<file path="src/rtl/exc_ctrl_if.sv">
// Signal bundle between the MEM stage / CP0 and the exception controller.
// The controller binds the slave modport; the pipeline side binds master.
interface exc_ctrl_if;
  logic        mem_valid;
  logic        mem_adv;
  logic [31:0] mem_pc;
  logic        mem_bd;
  logic [6:0]  mem_exc;
  logic [31:0] mem_if_vaddr;
  logic [31:0] mem_ls_vaddr;
  logic        mem_eret;
  logic [5:0]  hw_int;
  logic [1:0]  sw_int;
  logic [7:0]  int_mask;
  logic        allow_int;
  logic        boot_exp_vec;
  logic        special_int_vec;
  logic [19:0] ebase;
  logic [31:0] epc;
  logic        en_exp;
  logic [4:0]  exp_code;
  logic [31:0] exp_epc;
  logic        exp_bd;
  logic [31:0] exp_bad_vaddr;
  logic        exp_badv_we;
  logic        clean_exl;
  logic        flush;
  logic        redirect_valid;
  logic [31:0] redirect_pc;
  logic        redirect_ack;

  modport slave (
    input  mem_valid, mem_adv, mem_pc, mem_bd, mem_exc, mem_if_vaddr, mem_ls_vaddr, mem_eret,
           hw_int, sw_int, int_mask, allow_int, boot_exp_vec, special_int_vec, ebase, epc,
           redirect_ack,
    output en_exp, exp_code, exp_epc, exp_bd, exp_bad_vaddr, exp_badv_we, clean_exl, flush,
           redirect_valid, redirect_pc
  );

  modport master (
    output mem_valid, mem_adv, mem_pc, mem_bd, mem_exc, mem_if_vaddr, mem_ls_vaddr, mem_eret,
           hw_int, sw_int, int_mask, allow_int, boot_exp_vec, special_int_vec, ebase, epc,
           redirect_ack,
    input  en_exp, exp_code, exp_epc, exp_bd, exp_bad_vaddr, exp_badv_we, clean_exl, flush,
           redirect_valid, redirect_pc
  );
endinterface

</file>
<file path="src/rtl/exc_ctrl.sv">
// Exception/interrupt controller: picks one cause for the MEM instruction, writes CP0,
// flushes the pipeline and holds the PC redirect until IF acknowledges it.
module exc_ctrl #(
  parameter logic [31:0] BOOT_VEC = 32'hBFC0_0380,
  parameter logic [11:0] GEN_OFS  = 12'h180,
  parameter logic [11:0] IV_OFS   = 12'h200
) (
  input  logic        clk,
  input  logic        rst,
  exc_ctrl_if.slave   bus
);

  typedef enum logic [1:0] {StIdle, StTake, StHold} state_e;
  state_e state_q, state_d;

  logic        int_pend, take, sel_eret, sel_badv_we;
  logic [4:0]  sel_code;
  logic [31:0] sel_badv, sel_epc, sel_vec;

  logic        eret_q, badv_we_q, bd_q;
  logic [4:0]  code_q;
  logic [31:0] epc_q, badv_q, redir_q;

  logic en_exp, clean_exl, badv_we, flush, redirect_valid;

  // Cause selection, fixed priority; ERET only when nothing else is pending.
  always_comb begin
    int_pend    = bus.allow_int & (|({bus.hw_int, bus.sw_int} & bus.int_mask));
    take        = bus.mem_valid & bus.mem_adv & (int_pend | (|bus.mem_exc) | bus.mem_eret);
    sel_code    = 5'd0;
    sel_badv_we = 1'b0;
    sel_badv    = 32'h0;
    sel_eret    = 1'b0;
    if (int_pend) begin
      sel_code = 5'd0;
    end else if (bus.mem_exc[6]) begin
      sel_code    = 5'd4;
      sel_badv_we = 1'b1;
      sel_badv    = bus.mem_if_vaddr;
    end else if (bus.mem_exc[5]) begin
      sel_code = 5'd10;
    end else if (bus.mem_exc[4]) begin
      sel_code = 5'd12;
    end else if (bus.mem_exc[3]) begin
      sel_code = 5'd8;
    end else if (bus.mem_exc[2]) begin
      sel_code = 5'd9;
    end else if (bus.mem_exc[1]) begin
      sel_code    = 5'd4;
      sel_badv_we = 1'b1;
      sel_badv    = bus.mem_ls_vaddr;
    end else if (bus.mem_exc[0]) begin
      sel_code    = 5'd5;
      sel_badv_we = 1'b1;
      sel_badv    = bus.mem_ls_vaddr;
    end else begin
      sel_eret = 1'b1;
    end
    sel_epc = bus.mem_bd ? bus.mem_pc - 32'd4 : bus.mem_pc;
    if (sel_eret) begin
      sel_vec = bus.epc;
    end else if (bus.boot_exp_vec) begin
      sel_vec = BOOT_VEC;
    end else begin
      sel_vec = {bus.ebase, 12'h000} +
                {20'h0, (int_pend & bus.special_int_vec) ? IV_OFS : GEN_OFS};
    end
  end

  always_ff @(posedge clk or negedge rst) begin
    if (!rst) begin
      eret_q    <= 1'b0;
      badv_we_q <= 1'b0;
      bd_q      <= 1'b0;
      code_q    <= 5'd0;
      epc_q     <= 32'h0;
      badv_q    <= 32'h0;
      redir_q   <= 32'h0;
    end else if (state_q == StIdle && take) begin
      eret_q    <= sel_eret;
      badv_we_q <= sel_badv_we;
      bd_q      <= bus.mem_bd;
      code_q    <= sel_code;
      epc_q     <= sel_epc;
      badv_q    <= sel_badv;
      redir_q   <= sel_vec;
    end
  end

  always_ff @(posedge clk or negedge rst) begin
    if (!rst) begin
      state_q <= StIdle;
    end else begin
      state_q <= state_d;
    end
  end

  always_comb begin
    state_d        = state_q;
    en_exp         = 1'b0;
    clean_exl      = 1'b0;
    badv_we        = 1'b0;
    flush          = 1'b0;
    redirect_valid = 1'b0;
    case (state_q)
      StIdle: begin
        if (take) state_d = StTake;
      end
      StTake: begin
        en_exp         = ~eret_q;
        clean_exl      = eret_q;
        badv_we        = badv_we_q;
        flush          = 1'b1;
        redirect_valid = 1'b1;
        state_d        = bus.redirect_ack ? StIdle : StHold;
      end
      StHold: begin
        flush          = 1'b1;
        redirect_valid = 1'b1;
        if (bus.redirect_ack) state_d = StIdle;
      end
      default: state_d = StIdle;
    endcase
  end

  assign bus.en_exp         = en_exp;
  assign bus.clean_exl      = clean_exl;
  assign bus.exp_badv_we    = badv_we;
  assign bus.flush          = flush;
  assign bus.redirect_valid = redirect_valid;
  assign bus.redirect_pc    = redir_q;
  assign bus.exp_code       = code_q;
  assign bus.exp_epc        = epc_q;
  assign bus.exp_bd         = bd_q;
  assign bus.exp_bad_vaddr  = badv_q;

endmodule

</file>
<file path="src/flat_wrapper.sv">
// flat-port wrapper written by rule: the top's interface ports become plain ports
module exc_ctrl_flat 
#(
  parameter logic [31:0] BOOT_VEC = 32'hBFC0_0380,
  parameter logic [11:0] GEN_OFS  = 12'h180,
  parameter logic [11:0] IV_OFS   = 12'h200
)
  (clk, rst, bus_mem_valid, bus_mem_adv, bus_mem_pc, bus_mem_bd, bus_mem_exc, bus_mem_if_vaddr, bus_mem_ls_vaddr, bus_mem_eret, bus_hw_int, bus_sw_int, bus_int_mask, bus_allow_int, bus_boot_exp_vec, bus_special_int_vec, bus_ebase, bus_epc, bus_redirect_ack, bus_en_exp, bus_exp_code, bus_exp_epc, bus_exp_bd, bus_exp_bad_vaddr, bus_exp_badv_we, bus_clean_exl, bus_flush, bus_redirect_valid, bus_redirect_pc);
  exc_ctrl_if bus_i ();
  input  logic clk;
  input  logic rst;
  input wire logic [$bits(bus_i.mem_valid)-1:0] bus_mem_valid;
  input wire logic [$bits(bus_i.mem_adv)-1:0] bus_mem_adv;
  input wire logic [$bits(bus_i.mem_pc)-1:0] bus_mem_pc;
  input wire logic [$bits(bus_i.mem_bd)-1:0] bus_mem_bd;
  input wire logic [$bits(bus_i.mem_exc)-1:0] bus_mem_exc;
  input wire logic [$bits(bus_i.mem_if_vaddr)-1:0] bus_mem_if_vaddr;
  input wire logic [$bits(bus_i.mem_ls_vaddr)-1:0] bus_mem_ls_vaddr;
  input wire logic [$bits(bus_i.mem_eret)-1:0] bus_mem_eret;
  input wire logic [$bits(bus_i.hw_int)-1:0] bus_hw_int;
  input wire logic [$bits(bus_i.sw_int)-1:0] bus_sw_int;
  input wire logic [$bits(bus_i.int_mask)-1:0] bus_int_mask;
  input wire logic [$bits(bus_i.allow_int)-1:0] bus_allow_int;
  input wire logic [$bits(bus_i.boot_exp_vec)-1:0] bus_boot_exp_vec;
  input wire logic [$bits(bus_i.special_int_vec)-1:0] bus_special_int_vec;
  input wire logic [$bits(bus_i.ebase)-1:0] bus_ebase;
  input wire logic [$bits(bus_i.epc)-1:0] bus_epc;
  input wire logic [$bits(bus_i.redirect_ack)-1:0] bus_redirect_ack;
  output wire logic [$bits(bus_i.en_exp)-1:0] bus_en_exp;
  output wire logic [$bits(bus_i.exp_code)-1:0] bus_exp_code;
  output wire logic [$bits(bus_i.exp_epc)-1:0] bus_exp_epc;
  output wire logic [$bits(bus_i.exp_bd)-1:0] bus_exp_bd;
  output wire logic [$bits(bus_i.exp_bad_vaddr)-1:0] bus_exp_bad_vaddr;
  output wire logic [$bits(bus_i.exp_badv_we)-1:0] bus_exp_badv_we;
  output wire logic [$bits(bus_i.clean_exl)-1:0] bus_clean_exl;
  output wire logic [$bits(bus_i.flush)-1:0] bus_flush;
  output wire logic [$bits(bus_i.redirect_valid)-1:0] bus_redirect_valid;
  output wire logic [$bits(bus_i.redirect_pc)-1:0] bus_redirect_pc;
  assign bus_i.mem_valid = bus_mem_valid;
  assign bus_i.mem_adv = bus_mem_adv;
  assign bus_i.mem_pc = bus_mem_pc;
  assign bus_i.mem_bd = bus_mem_bd;
  assign bus_i.mem_exc = bus_mem_exc;
  assign bus_i.mem_if_vaddr = bus_mem_if_vaddr;
  assign bus_i.mem_ls_vaddr = bus_mem_ls_vaddr;
  assign bus_i.mem_eret = bus_mem_eret;
  assign bus_i.hw_int = bus_hw_int;
  assign bus_i.sw_int = bus_sw_int;
  assign bus_i.int_mask = bus_int_mask;
  assign bus_i.allow_int = bus_allow_int;
  assign bus_i.boot_exp_vec = bus_boot_exp_vec;
  assign bus_i.special_int_vec = bus_special_int_vec;
  assign bus_i.ebase = bus_ebase;
  assign bus_i.epc = bus_epc;
  assign bus_i.redirect_ack = bus_redirect_ack;
  assign bus_en_exp = bus_i.en_exp;
  assign bus_exp_code = bus_i.exp_code;
  assign bus_exp_epc = bus_i.exp_epc;
  assign bus_exp_bd = bus_i.exp_bd;
  assign bus_exp_bad_vaddr = bus_i.exp_bad_vaddr;
  assign bus_exp_badv_we = bus_i.exp_badv_we;
  assign bus_clean_exl = bus_i.clean_exl;
  assign bus_flush = bus_i.flush;
  assign bus_redirect_valid = bus_i.redirect_valid;
  assign bus_redirect_pc = bus_i.redirect_pc;
  exc_ctrl #(.BOOT_VEC(BOOT_VEC), .GEN_OFS(GEN_OFS), .IV_OFS(IV_OFS)) u_core (.clk(clk), .rst(rst), .bus(bus_i));
endmodule
</file>
<file path="config.mk">
export PLATFORM = sky130hd
export DESIGN_NAME = exc_ctrl_flat
export DESIGN_NICKNAME = d
export VERILOG_FILES = /design/src/rtl/exc_ctrl_if.sv /design/src/rtl/exc_ctrl.sv /design/src/flat_wrapper.sv
export SDC_FILE = /design/constraint.sdc
export NUM_CORES = 1
export LEC_CHECK = 0
export ABC_AREA = 1
export CAP_MARGIN = 30
export CORE_ASPECT_RATIO = 0.6
export CORE_MARGIN = 2
export CORE_UTILIZATION = 32
export CTS_BUF_LIST = sky130_fd_sc_hd__clkbuf_4
export DETAILED_ROUTE_END_ITERATION = 7
export PLACE_DENSITY = 0.66
export SETUP_SLACK_MARGIN = 0.5
export SLEW_MARGIN = 25
export SYNTH_ARGS = -nofsm -noshare
export SYNTH_HDL_FRONTEND = slang
export SYNTH_SLANG_ARGS = --single-unit
</file>
<file path="constraint.sdc">
create_clock -name clk -period 2.2 [get_ports clk]
set_input_delay 0.22 -clock clk [delete_from_list [all_inputs] [get_ports clk]]
set_output_delay 0.22 -clock clk [all_outputs]
set_load 0.005 [all_outputs]
</file>
==> results of run 1 <==
## flip-flops by register name, indices dropped and copies added, names as in the netlist
| register | cells |
|---|---|
| u_core.badv_we_q | 1 |
| u_core.bus.exp_bad_vaddr | 32 |
| u_core.bus.exp_bd | 1 |
| u_core.bus.exp_code | 4 |
| u_core.bus.exp_epc | 32 |
| u_core.bus.redirect_pc | 32 |
| u_core.eret_q | 1 |
| u_core.state_q | 2 |
## area by class of cell
cell class                 instances  area, um^2  area share (%)
inverter                          40         150            1.61
clock inverter                     6        75.1           0.805
antenna                            1        2.50          0.0268
tap                              240         300            3.22
sequential                       105        2630            28.2
clock buffer                      10        75.1           0.805
multi-input combinational        631        2810            30.1
timing repair buffer             331        3290            35.3
## layer usage
metal  global-route usage, %  wire length, um  up-vias
li1                        -                -     3190
met1                    30.5             9920     2848
met2                    30.2             8020      251
met3                    6.79             2030       24
met4                    4.80              359        0
met5                       0                0        -
## per-stage QoR
step	setup WS, ns	cell area [um^2]	cells	hold slack [ns]
6_report	0.569	9330	1364	0.243
5_1_grt	0.482	9330	1363	0.247
4_1_cts	0.463	9210	1353	0.216
3_5_place_dp	0.0895	9030	1334	0.247
3_3_place_gp	0.122	9030	1334	0.251
2_1_floorplan	0.779	5780	819	-0.0756
## cell families after synthesis
kind of cell	after synthesis	synth area share (%)
and+or+nand+nor	494	34.1
buffers and inverters	84	7.01
xor gates and xnor gates	16	2.42
DFF	105	45.4
other	1	0.0649
adders and majority gates	4	0.866
AOI/OAI and AO/OA	115	10.0
## cells in the final DEF (no fill, tap or decap), types with 4 or more instances in the layout
cell	Yosys	final
sky130_fd_sc_hd__xnor2_1	6	6
sky130_fd_sc_hd__o21ai_0	110	110
sky130_fd_sc_hd__nor2_2	1	5
sky130_fd_sc_hd__inv_2	2	4
sky130_fd_sc_hd__clkdlybuf4s50_1	0	272
sky130_fd_sc_hd__clkbuf_4	0	10
sky130_fd_sc_hd__nand3_1	54	53
sky130_fd_sc_hd__nor2_1	57	53
sky130_fd_sc_hd__nand2_1	368	368
sky130_fd_sc_hd__dfrtp_1	105	105
sky130_fd_sc_hd__buf_4	14	37
sky130_fd_sc_hd__dlymetal6s2s_1	0	8
sky130_fd_sc_hd__inv_1	38	36
sky130_fd_sc_hd__xor2_1	10	10
sky130_fd_sc_hd__buf_12	0	7
sky130_fd_sc_hd__nand4_1	6	6
## cells in the mapped netlist
master / number / area [um^2]
sky130_fd_sc_hd__nand2_1: 368 / 1380
sky130_fd_sc_hd__o21ai_0: 110 / 551
sky130_fd_sc_hd__dfrtp_1: 105 / 2630
sky130_fd_sc_hd__nor2_1: 57 / 214
sky130_fd_sc_hd__nand3_1: 54 / 270
sky130_fd_sc_hd__inv_1: 38 / 143
sky130_fd_sc_hd__clkbuf_1: 15 / 56.3
sky130_fd_sc_hd__buf_4: 14 / 105
sky130_fd_sc_hd__buf_2: 12 / 60.1
sky130_fd_sc_hd__xor2_1: 10 / 87.6
sky130_fd_sc_hd__nand4_1: 6 / 37.5
sky130_fd_sc_hd__xnor2_1: 6 / 52.6
sky130_fd_sc_hd__ha_1: 4 / 50.1
sky130_fd_sc_hd__buf_6: 3 / 33.8
sky130_fd_sc_hd__inv_2: 2 / 7.51
sky130_fd_sc_hd__nand3b_1: 2 / 15.0
sky130_fd_sc_hd__o21ai_1: 2 / 10.0
sky130_fd_sc_hd__o21bai_1: 2 / 15.0
sky130_fd_sc_hd__a21oi_1: 1 / 5.00
sky130_fd_sc_hd__and2_1: 1 / 6.26
sky130_fd_sc_hd__conb_1: 1 / 3.75
sky130_fd_sc_hd__nand2_2: 1 / 6.26
sky130_fd_sc_hd__nand3_2: 1 / 10.0
sky130_fd_sc_hd__nor2_2: 1 / 6.26
sky130_fd_sc_hd__nor3_1: 1 / 5.00
sky130_fd_sc_hd__nor3_4: 1 / 16.3
sky130_fd_sc_hd__or2_1: 1 / 6.26
## timing repair
item / CTS / global route
setup endpoints to repair: 5 / 37
endpoints found under the hold margin: 36 / 0
cloned: 0 / 1
buffers inserted: 2 / 9
hold buffers: 1 / 0
pin swaps: 0 / 2
gates resized for setup: 16 / 21
## power groups by stage
stage | combinational (W) | sequential, W | clock [W]
2_1_floorplan | 0.00106 | 0.00311 | 0
3_3_place_gp | 0.00335 | 0.00308 | 0
3_5_place_dp | 0.00336 | 0.00309 | 0
4_1_cts | 0.00339 | 0.00306 | 0.00114
5_1_grt | 0.00385 | 0.00315 | 0.00120
6_report | 0.00349 | 0.00306 | 0.00107
## worst max path at each step
stage	start	end	slack, ns	cells past startpoint
6_report	u_core.state_q[1]$_DFFE_PN0P_	bus_redirect_valid	0.57	4
2_1_floorplan	bus_mem_exc[0]	u_core.bus.exp_epc[3]$_DFFE_PN0P_	0.78	9
4_1_cts	u_core.state_q[1]$_DFFE_PN0P_	bus_en_exp	0.46	5
3_5_place_dp	bus_hw_int[5]	u_core.bus.redirect_pc[30]$_DFFE_PN0P_	0.09	10
5_1_grt	bus_mem_pc[3]	u_core.bus.exp_epc[30]$_DFFE_PN0P_	0.48	14
3_3_place_gp	bus_hw_int[1]	u_core.bus.redirect_pc[30]$_DFFE_PN0P_	0.12	10
==> flow_summary.html, run 1 <==
<table>
<tr><th>Metric</th><th>Value</th></tr>
<tr><th colspan="2">Run status</th></tr>
<tr><td>Run status</td><td>finished, final reports clean</td></tr>
<tr><th colspan="2">Synth</th></tr>
<tr><td>Combined area of all synthesized cells</td><td>0.00578 mm^2</td></tr>
<tr><td>Post-synthesis sequential element count</td><td>105</td></tr>
<tr><td>Sequential share of the synthesized area</td><td>45.4%</td></tr>
<tr><td>Avg Synthesized Cell Area</td><td>7.06 um^2</td></tr>
<tr><td>Number of nets produced by synthesis</td><td>1004</td></tr>
<tr><td>Cell count after synthesis</td><td>819</td></tr>
<tr><td>Total number of yosys warnings</td><td>0</td></tr>
<tr><td>Number of distinct standard cells referenced by the synthesized netlist</td><td>27</td></tr>
<tr><th colspan="2">Clocking</th></tr>
<tr><td>TritonCTS Sinks</td><td>105</td></tr>
<tr><td>Clock tree from TritonCTS</td><td>built</td></tr>
<tr><td>Inserted Clock Buffers</td><td>9</td></tr>
<tr><td>Clock edge transition at the registers on the reported setup and hold paths</td><td>0.18 ns</td></tr>
<tr><td>Clock network latency to the later pin of the worst-skew pair</td><td>0.46 ns</td></tr>
<tr><td>Maximum root-to-sink buffer count</td><td>2</td></tr>
<tr><td>CTS root buf</td><td>sky130_fd_sc_hd__clkbuf_4</td></tr>
<tr><td>H-Tree Depth</td><td>3</td></tr>
<tr><th colspan="2">Timing</th></tr>
<tr><td>Number of endpoints failing setup at the final stage</td><td>0</td></tr>
<tr><td>Tightest slew margin relative to the limit</td><td>63.1%</td></tr>
<tr><td>Fmax</td><td>0.613 GHz</td></tr>
<tr><td>Final-report max-slew violation count</td><td>0</td></tr>
<tr><td>Final min period</td><td>1.63 ns</td></tr>
<tr><td>Summed negative setup slack over all endpoints</td><td>0 ns</td></tr>
<tr><td>Crit share post-route</td><td>74.1%</td></tr>
<tr><td>Slew at the pin closest to its max-slew limit</td><td>0.553 ns</td></tr>
<tr><td>Worst Clk Skew</td><td>0.0145 ns</td></tr>
<tr><td>Setup repair after global routing missed its margin</td><td>yes</td></tr>
<tr><td>Hold Vio Cnt, Final</td><td>0</td></tr>
<tr><th colspan="2">Setup path</th></tr>
<tr><td>Startpoint of the worst register-to-register path</td><td>u_core.state_q[1]$_DFFE_PN0P_</td></tr>
<tr><td>Kind of start point of the critical path</td><td>flip-flop</td></tr>
<tr><td>End of the worst register-to-register path</td><td>u_core.bus.redirect_pc[5]$_DFFE_PN0P_</td></tr>
<tr><td>Critical path buffer and inverter count</td><td>3</td></tr>
<tr><td>Dominant delay contributor by cell family on the critical path</td><td>flip-flops</td></tr>
<tr><td>Biggest fanout along the worst timing path</td><td>2</td></tr>
<tr><td>Critical path, cell by cell</td><td>inv_2 -&gt; buf_6 -&gt; ha_4 -&gt; buf_2</td></tr>
<tr><td>Largest stage delay on the critical path</td><td>0.40 ns</td></tr>
<tr><td>Data required time of the critical path</td><td>1.98 ns</td></tr>
<tr><td>Kind of capture point of the worst setup path</td><td>primary output</td></tr>
<tr><td>Slowest library cell on the worst path</td><td>sky130_fd_sc_hd__dfrtp_1</td></tr>
<tr><td>Setup CP Type</td><td>flip-flop to primary output</td></tr>
<tr><td>Arrival time reported for the critical path endpoint</td><td>1.41 ns</td></tr>
<tr><td>Depth of the most critical reg-to-reg path</td><td>7</td></tr>
<tr><td>Setup slack of the worst register-to-register path</td><td>0.75 ns</td></tr>
<tr><th colspan="2">Global route</th></tr>
<tr><td>Largest net degree at the start of global routing</td><td>50</td></tr>
<tr><td>Overall track demand over capacity in global routing</td><td>21.0%</td></tr>
<tr><td>Number of antenna violations at the first check in global routing</td><td>0</td></tr>
<tr><td>First-pass GRT wire length</td><td>31400 um</td></tr>
<tr><td>Overflow left after global routing</td><td>0</td></tr>
<tr><td>Via count of the first global-routing pass</td><td>5886</td></tr>
<tr><th colspan="2">Pwr</th></tr>
<tr><td>Overall power after layout</td><td>0.00762 W</td></tr>
<tr><td>Cell Pwr Density</td><td>817 mW/mm^2</td></tr>
<tr><td>Internal Power</td><td>0.00509 W</td></tr>
<tr><td>Switching pwr</td><td>0.00253 W</td></tr>
<tr><td>Sw frac</td><td>33.2%</td></tr>
<tr><td>Leakage</td><td>4.39 nW</td></tr>
<tr><td>Gate power share</td><td>45.8%</td></tr>
<tr><td>Sequential fraction of design power</td><td>40.1%</td></tr>
<tr><td>Worst vdd rail ir drop</td><td>0.464 mV</td></tr>
<tr><td>Clock network power share</td><td>14.1%</td></tr>
<tr><th colspan="2">Placement</th></tr>
<tr><td>RePlAce Congestion</td><td>0.874</td></tr>
<tr><td>Half-perimeter wire length of the detailed placement result</td><td>16000 um</td></tr>
<tr><td>Count of input and output buffers</td><td>286</td></tr>
<tr><th colspan="2">Job</th></tr>
<tr><td>Number of violations of the max-capacitance limit</td><td>0</td></tr>
<tr><th colspan="2">Floorplan</th></tr>
<tr><td>Height of the chip</td><td>108 um</td></tr>
<tr><td>Die area</td><td>0.0192 mm^2</td></tr>
<tr><td>Number of ports placed on the die boundary</td><td>288</td></tr>
<tr><td>Row count</td><td>38</td></tr>
<tr><td>Placeable core area</td><td>0.0179 mm^2</td></tr>
<tr><td>Starting density of the core</td><td>32.3%</td></tr>
<tr><td>Horizontal extent of the die</td><td>178 um</td></tr>
<tr><th colspan="2">Route</th></tr>
<tr><td>Detailed-route vias per instance</td><td>4.63</td></tr>
<tr><td>Number of design rule violations left after detail routing</td><td>0</td></tr>
<tr><td>Number of iterations in the first detailed-routing pass</td><td>6</td></tr>
<tr><td>Total number of vias</td><td>6313</td></tr>
<tr><td>WL/cell</td><td>14.9 um</td></tr>
<tr><td>Total length of routed wires</td><td>20300 um</td></tr>
<tr><td>Post-DRT Antenna Nets</td><td>0</td></tr>
<tr><td>Violation count after the first detailed-route iteration</td><td>431</td></tr>
<tr><th colspan="2">Min path</th></tr>
<tr><td>Worst min-delay path class</td><td>primary input to asynchronous set/reset pin</td></tr>
<tr><th colspan="2">Finish</th></tr>
<tr><td>Area added between synthesis and finish</td><td>61.4%</td></tr>
<tr><td>Fill count</td><td>1745</td></tr>
<tr><td>Fraction of layout cells with a size suffix above 1</td><td>7.30%</td></tr>
<tr><td>Post-Route Utilization</td><td>52.2%</td></tr>
<tr><td>Nets</td><td>1303</td></tr>
</table>
Note: power is estimated with default switching activity, not from simulation.
==> run 2, diff against run 1 <==
==> constraint.sdc (replaced) <==
create_clock -name clk -period 1.6 [get_ports clk]
set_input_delay 0.16 -clock clk [delete_from_list [all_inputs] [get_ports clk]]
set_output_delay 0.16 -clock clk [all_outputs]
set_load 0.005 [all_outputs]
==> run 2 against run 1 <==
  * The run now ends with negative setup slack left
  * Combinational power up 79%
  * Flip-flop and latch count is the same
  * Largest power group unchanged
  * Sequential share of layout area down 3.6 points
  * Register-to-register slack worse by 0.85 ns
  * Routed wire length increased by 14%
  * Total power rose by 56%
  * Clock power up 36%
  * Clock-buffer cell count down 1
  * Cell count is 9.8% higher
  * Worst hold slack worse by 0.083 ns
  * Global-route usage is 2.5 points higher
  * Via count rose by 9.5%
==> flow_summary.html, run 2 (same netlist as run 1, synthesis figures left out) <==
<table>
<tr><th>Metric</th><th>Value</th></tr>
<tr><th colspan="2">Run status</th></tr>
<tr><td>Run status</td><td>finished with violations</td></tr>
<tr><td>Violated checks</td><td>negative setup slack</td></tr>
<tr><th colspan="2">Timing</th></tr>
<tr><td>Hold Vio Cnt, Final</td><td>0 (unchanged)</td></tr>
<tr><td>Final min period</td><td>1.70 ns</td></tr>
<tr><td>Setup repair after global routing missed its margin</td><td>yes</td></tr>
<tr><td>Minimum setup slack in the final design</td><td>-0.0988 ns (-0.668 ns)</td></tr>
<tr><td>Worst Clk Skew</td><td>0.0254 ns (+0.0109 ns)</td></tr>
<tr><td>Final-report max-slew violation count</td><td>0 (unchanged)</td></tr>
<tr><td>Fmax</td><td>0.589 GHz</td></tr>
<tr><td>Crit share post-route</td><td>106%</td></tr>
<tr><td>Number of endpoints failing setup at the final stage</td><td>70 (+70)</td></tr>
<tr><th colspan="2">Floorplan</th></tr>
<tr><td>Starting density of the core</td><td>32.3% (unchanged)</td></tr>
<tr><td>Height of the chip</td><td>108 um (unchanged)</td></tr>
<tr><td>Placeable core area</td><td>0.0179 mm^2 (unchanged)</td></tr>
<tr><td>Number of ports placed on the die boundary</td><td>288 (unchanged)</td></tr>
<tr><td>Die area</td><td>0.0192 mm^2 (unchanged)</td></tr>
<tr><td>Row count</td><td>38 (unchanged)</td></tr>
<tr><td>Horizontal extent of the die</td><td>178 um (unchanged)</td></tr>
<tr><th colspan="2">Setup path</th></tr>
<tr><td>Critical path, cell by cell</td><td>buf_4 -&gt; inv_4 -&gt; ha_4 -&gt; nand3_4 -&gt; buf_12 -&gt; bufbuf_16 -&gt; nand2_1 -&gt; o21ai_0</td></tr>
<tr><td>Largest stage delay on the critical path</td><td>0.43 ns (+0.03 ns)</td></tr>
<tr><td>Setup CP Type</td><td>flip-flop to flip-flop</td></tr>
<tr><td>Biggest fanout along the worst timing path</td><td>9 (+7)</td></tr>
<tr><td>Setup slack of the worst register-to-register path</td><td>-0.1 ns (-0.85 ns)</td></tr>
<tr><td>Depth of the most critical reg-to-reg path</td><td>8 (+1)</td></tr>
<tr><td>Critical path buffer and inverter count</td><td>4 (+1)</td></tr>
<tr><td>Data required time of the critical path</td><td>1.96 ns (-0.02 ns)</td></tr>
<tr><td>Arrival time reported for the critical path endpoint</td><td>2.06 ns (+0.65 ns)</td></tr>
<tr><td>Startpoint of the worst setup timing path</td><td>u_core.state_q[0]$_DFFE_PN0P_</td></tr>
<tr><td>Dominant delay contributor by cell family on the critical path</td><td>buffers and inverters</td></tr>
<tr><td>Startpoint of the worst register-to-register path</td><td>u_core.state_q[0]$_DFFE_PN0P_</td></tr>
<tr><td>Slowest library cell on the worst path</td><td>sky130_fd_sc_hd__dfrtp_1</td></tr>
<tr><td>Kind of start point of the critical path</td><td>flip-flop</td></tr>
<tr><td>Kind of capture point of the worst setup path</td><td>flip-flop</td></tr>
<tr><td>End of the worst register-to-register path</td><td>u_core.bus.exp_bad_vaddr[22]$_DFFE_PN0P_</td></tr>
<tr><th colspan="2">Route</th></tr>
<tr><td>Total number of vias</td><td>6910 (+9.5%)</td></tr>
<tr><td>Violation count after the first detailed-route iteration</td><td>400 (-7.2%)</td></tr>
<tr><td>WL/cell</td><td>15.5 um (+4.0%)</td></tr>
<tr><td>Total length of routed wires</td><td>23200 um (+14%)</td></tr>
<tr><td>Number of iterations in the first detailed-routing pass</td><td>5 (-1)</td></tr>
<tr><td>Detailed-route vias per instance</td><td>4.61 (-0.33%)</td></tr>
<tr><td>Post-DRT Antenna Nets</td><td>0 (unchanged)</td></tr>
<tr><td>Number of design rule violations left after detail routing</td><td>0 (unchanged)</td></tr>
<tr><th colspan="2">Placement</th></tr>
<tr><td>Half-perimeter wire length of the detailed placement result</td><td>15200 um (-5.4%)</td></tr>
<tr><td>Count of input and output buffers</td><td>286 (unchanged)</td></tr>
<tr><td>Worst setup timing slack at the placement stage</td><td>-0.423 ns (-0.512 ns)</td></tr>
<tr><td>Post-place instance area</td><td>0.00946 mm^2 (+4.7%)</td></tr>
<tr><td>RePlAce Congestion</td><td>0.878 (+0.42%)</td></tr>
<tr><th colspan="2">Finish</th></tr>
<tr><td>Post-Route Utilization</td><td>59.9% (+7.7 points)</td></tr>
<tr><td>Area added between synthesis and finish</td><td>85.1%</td></tr>
<tr><td>Nets</td><td>1438 (+10%)</td></tr>
<tr><td>Most common cell after layout, fill and taps aside</td><td>sky130_fd_sc_hd__nand2_1</td></tr>
<tr><td>Most frequent cells in the layout</td><td>sky130_fd_sc_hd__nand2_1 (354), sky130_fd_sc_hd__clkdlybuf4s50_1 (174), sky130_fd_sc_hd__buf_4 (128), sky130_fd_sc_hd__dfrtp_1 (105), sky130_fd_sc_hd__buf_2 (101)</td></tr>
<tr><td>Fraction of layout cells with a size suffix above 1</td><td>28.5% (+21 points)</td></tr>
<tr><td>Total non-filler cell area in the finished layout</td><td>0.0107 mm^2 (+15%)</td></tr>
<tr><th colspan="2">Min path</th></tr>
<tr><td>Worst min-delay path class</td><td>primary input to asynchronous set/reset pin</td></tr>
<tr><th colspan="2">Clocking</th></tr>
<tr><td>Clock tree from TritonCTS</td><td>built</td></tr>
<tr><td>Inserted Clock Buffers</td><td>9 (unchanged)</td></tr>
<tr><td>H-Tree Depth</td><td>3 (unchanged)</td></tr>
<tr><td>Clock network latency to the later pin of the worst-skew pair</td><td>0.47 ns (about the same)</td></tr>
<tr><td>Maximum root-to-sink buffer count</td><td>2 (unchanged)</td></tr>
<tr><td>Clock edge transition at the registers on the reported setup and hold paths</td><td>0.17 ns (about the same)</td></tr>
<tr><td>TritonCTS Sinks</td><td>105 (unchanged)</td></tr>
<tr><td>CTS root buf</td><td>sky130_fd_sc_hd__clkbuf_4</td></tr>
<tr><th colspan="2">Pwr</th></tr>
<tr><td>Worst vdd rail ir drop</td><td>0.527 mV (+14%)</td></tr>
<tr><td>Leakage</td><td>5.47 nW (+25%)</td></tr>
<tr><td>Cell Pwr Density</td><td>1110 mW/mm^2 (+36%)</td></tr>
<tr><th colspan="2">Job</th></tr>
<tr><td>Number of violations of the max-capacitance limit</td><td>0 (unchanged)</td></tr>
<tr><th colspan="2">Global route</th></tr>
<tr><td>Overall track demand over capacity in global routing</td><td>23.5% (+2.5 points)</td></tr>
<tr><td>Overflow left after global routing</td><td>0 (unchanged)</td></tr>
<tr><td>Via count of the first global-routing pass</td><td>6578 (+12%)</td></tr>
<tr><td>First-pass GRT wire length</td><td>35200 um (+12%)</td></tr>
<tr><td>Number of antenna violations at the first check in global routing</td><td>1 (+1)</td></tr>
<tr><td>Largest net degree at the start of global routing</td><td>35 (-30%)</td></tr>
</table>
## run 2: layout make-up
| type | instances | area (um^2) |
|---|---|---|
| diodes | 1 | 2.50 |
| repair buffers | 466 | 4510 |
| clock inverters | 6 | 67.6 |
| well taps | 240 | 300 |
| repair inverters | 1 | 16.3 |
| flip-flops and latches | 105 | 2630 |
| fillers | 1665 | 7170 |
| multi-input cells | 630 | 2950 |
| clock buffers | 9 | 67.6 |
| inverters | 40 | 169 |
## run 2: metal layers
| metal | GRT usage, % | share of wire [%] | vias up |
|---|---|---|---|
| li1 | - | - | 3466 |
| met1 | 34.0 | 47 | 3185 |
| met2 | 36.0 | 44 | 237 |
| met3 | 5.59 | 7.6 | 22 |
| met4 | 4.22 | 1.3 | 0 |
| met5 | 0 | 0 | - |
## run 2: what timing repair did
action | CTS | global route
pin swaps | 9 | 3
endpoints found under the hold margin | 105 | 0
endpoints found under the setup margin | 211 | 211
hold buffers | 1 | 0
gates resized for setup | 528 | 56
buffers inserted | 44 | 34
gates cloned | 21 | 4
## run 2: worst max-delay path by stage
| stage | to | slack [ns] | cells after the start |
|---|---|---|---|
| finish | u_core.bus.exp_bad_vaddr[22]$_DFFE_PN0P_ | -0.1 | 8 |
| global route | bus_en_exp | -0.17 | 6 |
| CTS | bus_en_exp | -0.07 | 6 |
| detailed placement | u_core.bus.redirect_pc[17]$_DFFE_PN0P_ | -0.42 | 7 |
| global placement | u_core.bus.redirect_pc[14]$_DFFE_PN0P_ | -0.37 | 7 |
| floorplan | u_core.bus.exp_epc[3]$_DFFE_PN0P_ | 0.26 | 9 |
## run 2: power by group
part / switching [W] / total (W) / leakage, nW / internal (W)
combinational: 0.00258 / 0.00624 / 4.04 / 0.00366
clock: 0.000978 / 0.00146 / 0.0688 / 0.000478
sequential: 0.000560 / 0.00419 / 1.36 / 0.00363
## run 2: metrics by stage
stage	instances	hold slack [ns]	TNS [ns]	total power [W]
3_3_place_gp	1378	0.128	-35.96	0.00889
5_1_grt	1498	0.149	-9.33	0.0127
2_1_floorplan	819	-0.136	0	0.00579
3_5_place_dp	1378	0.130	-37.12	0.00896
4_1_cts	1459	0.126	-0.619	0.0112
6_report	1498	0.160	-2.25	0.0119
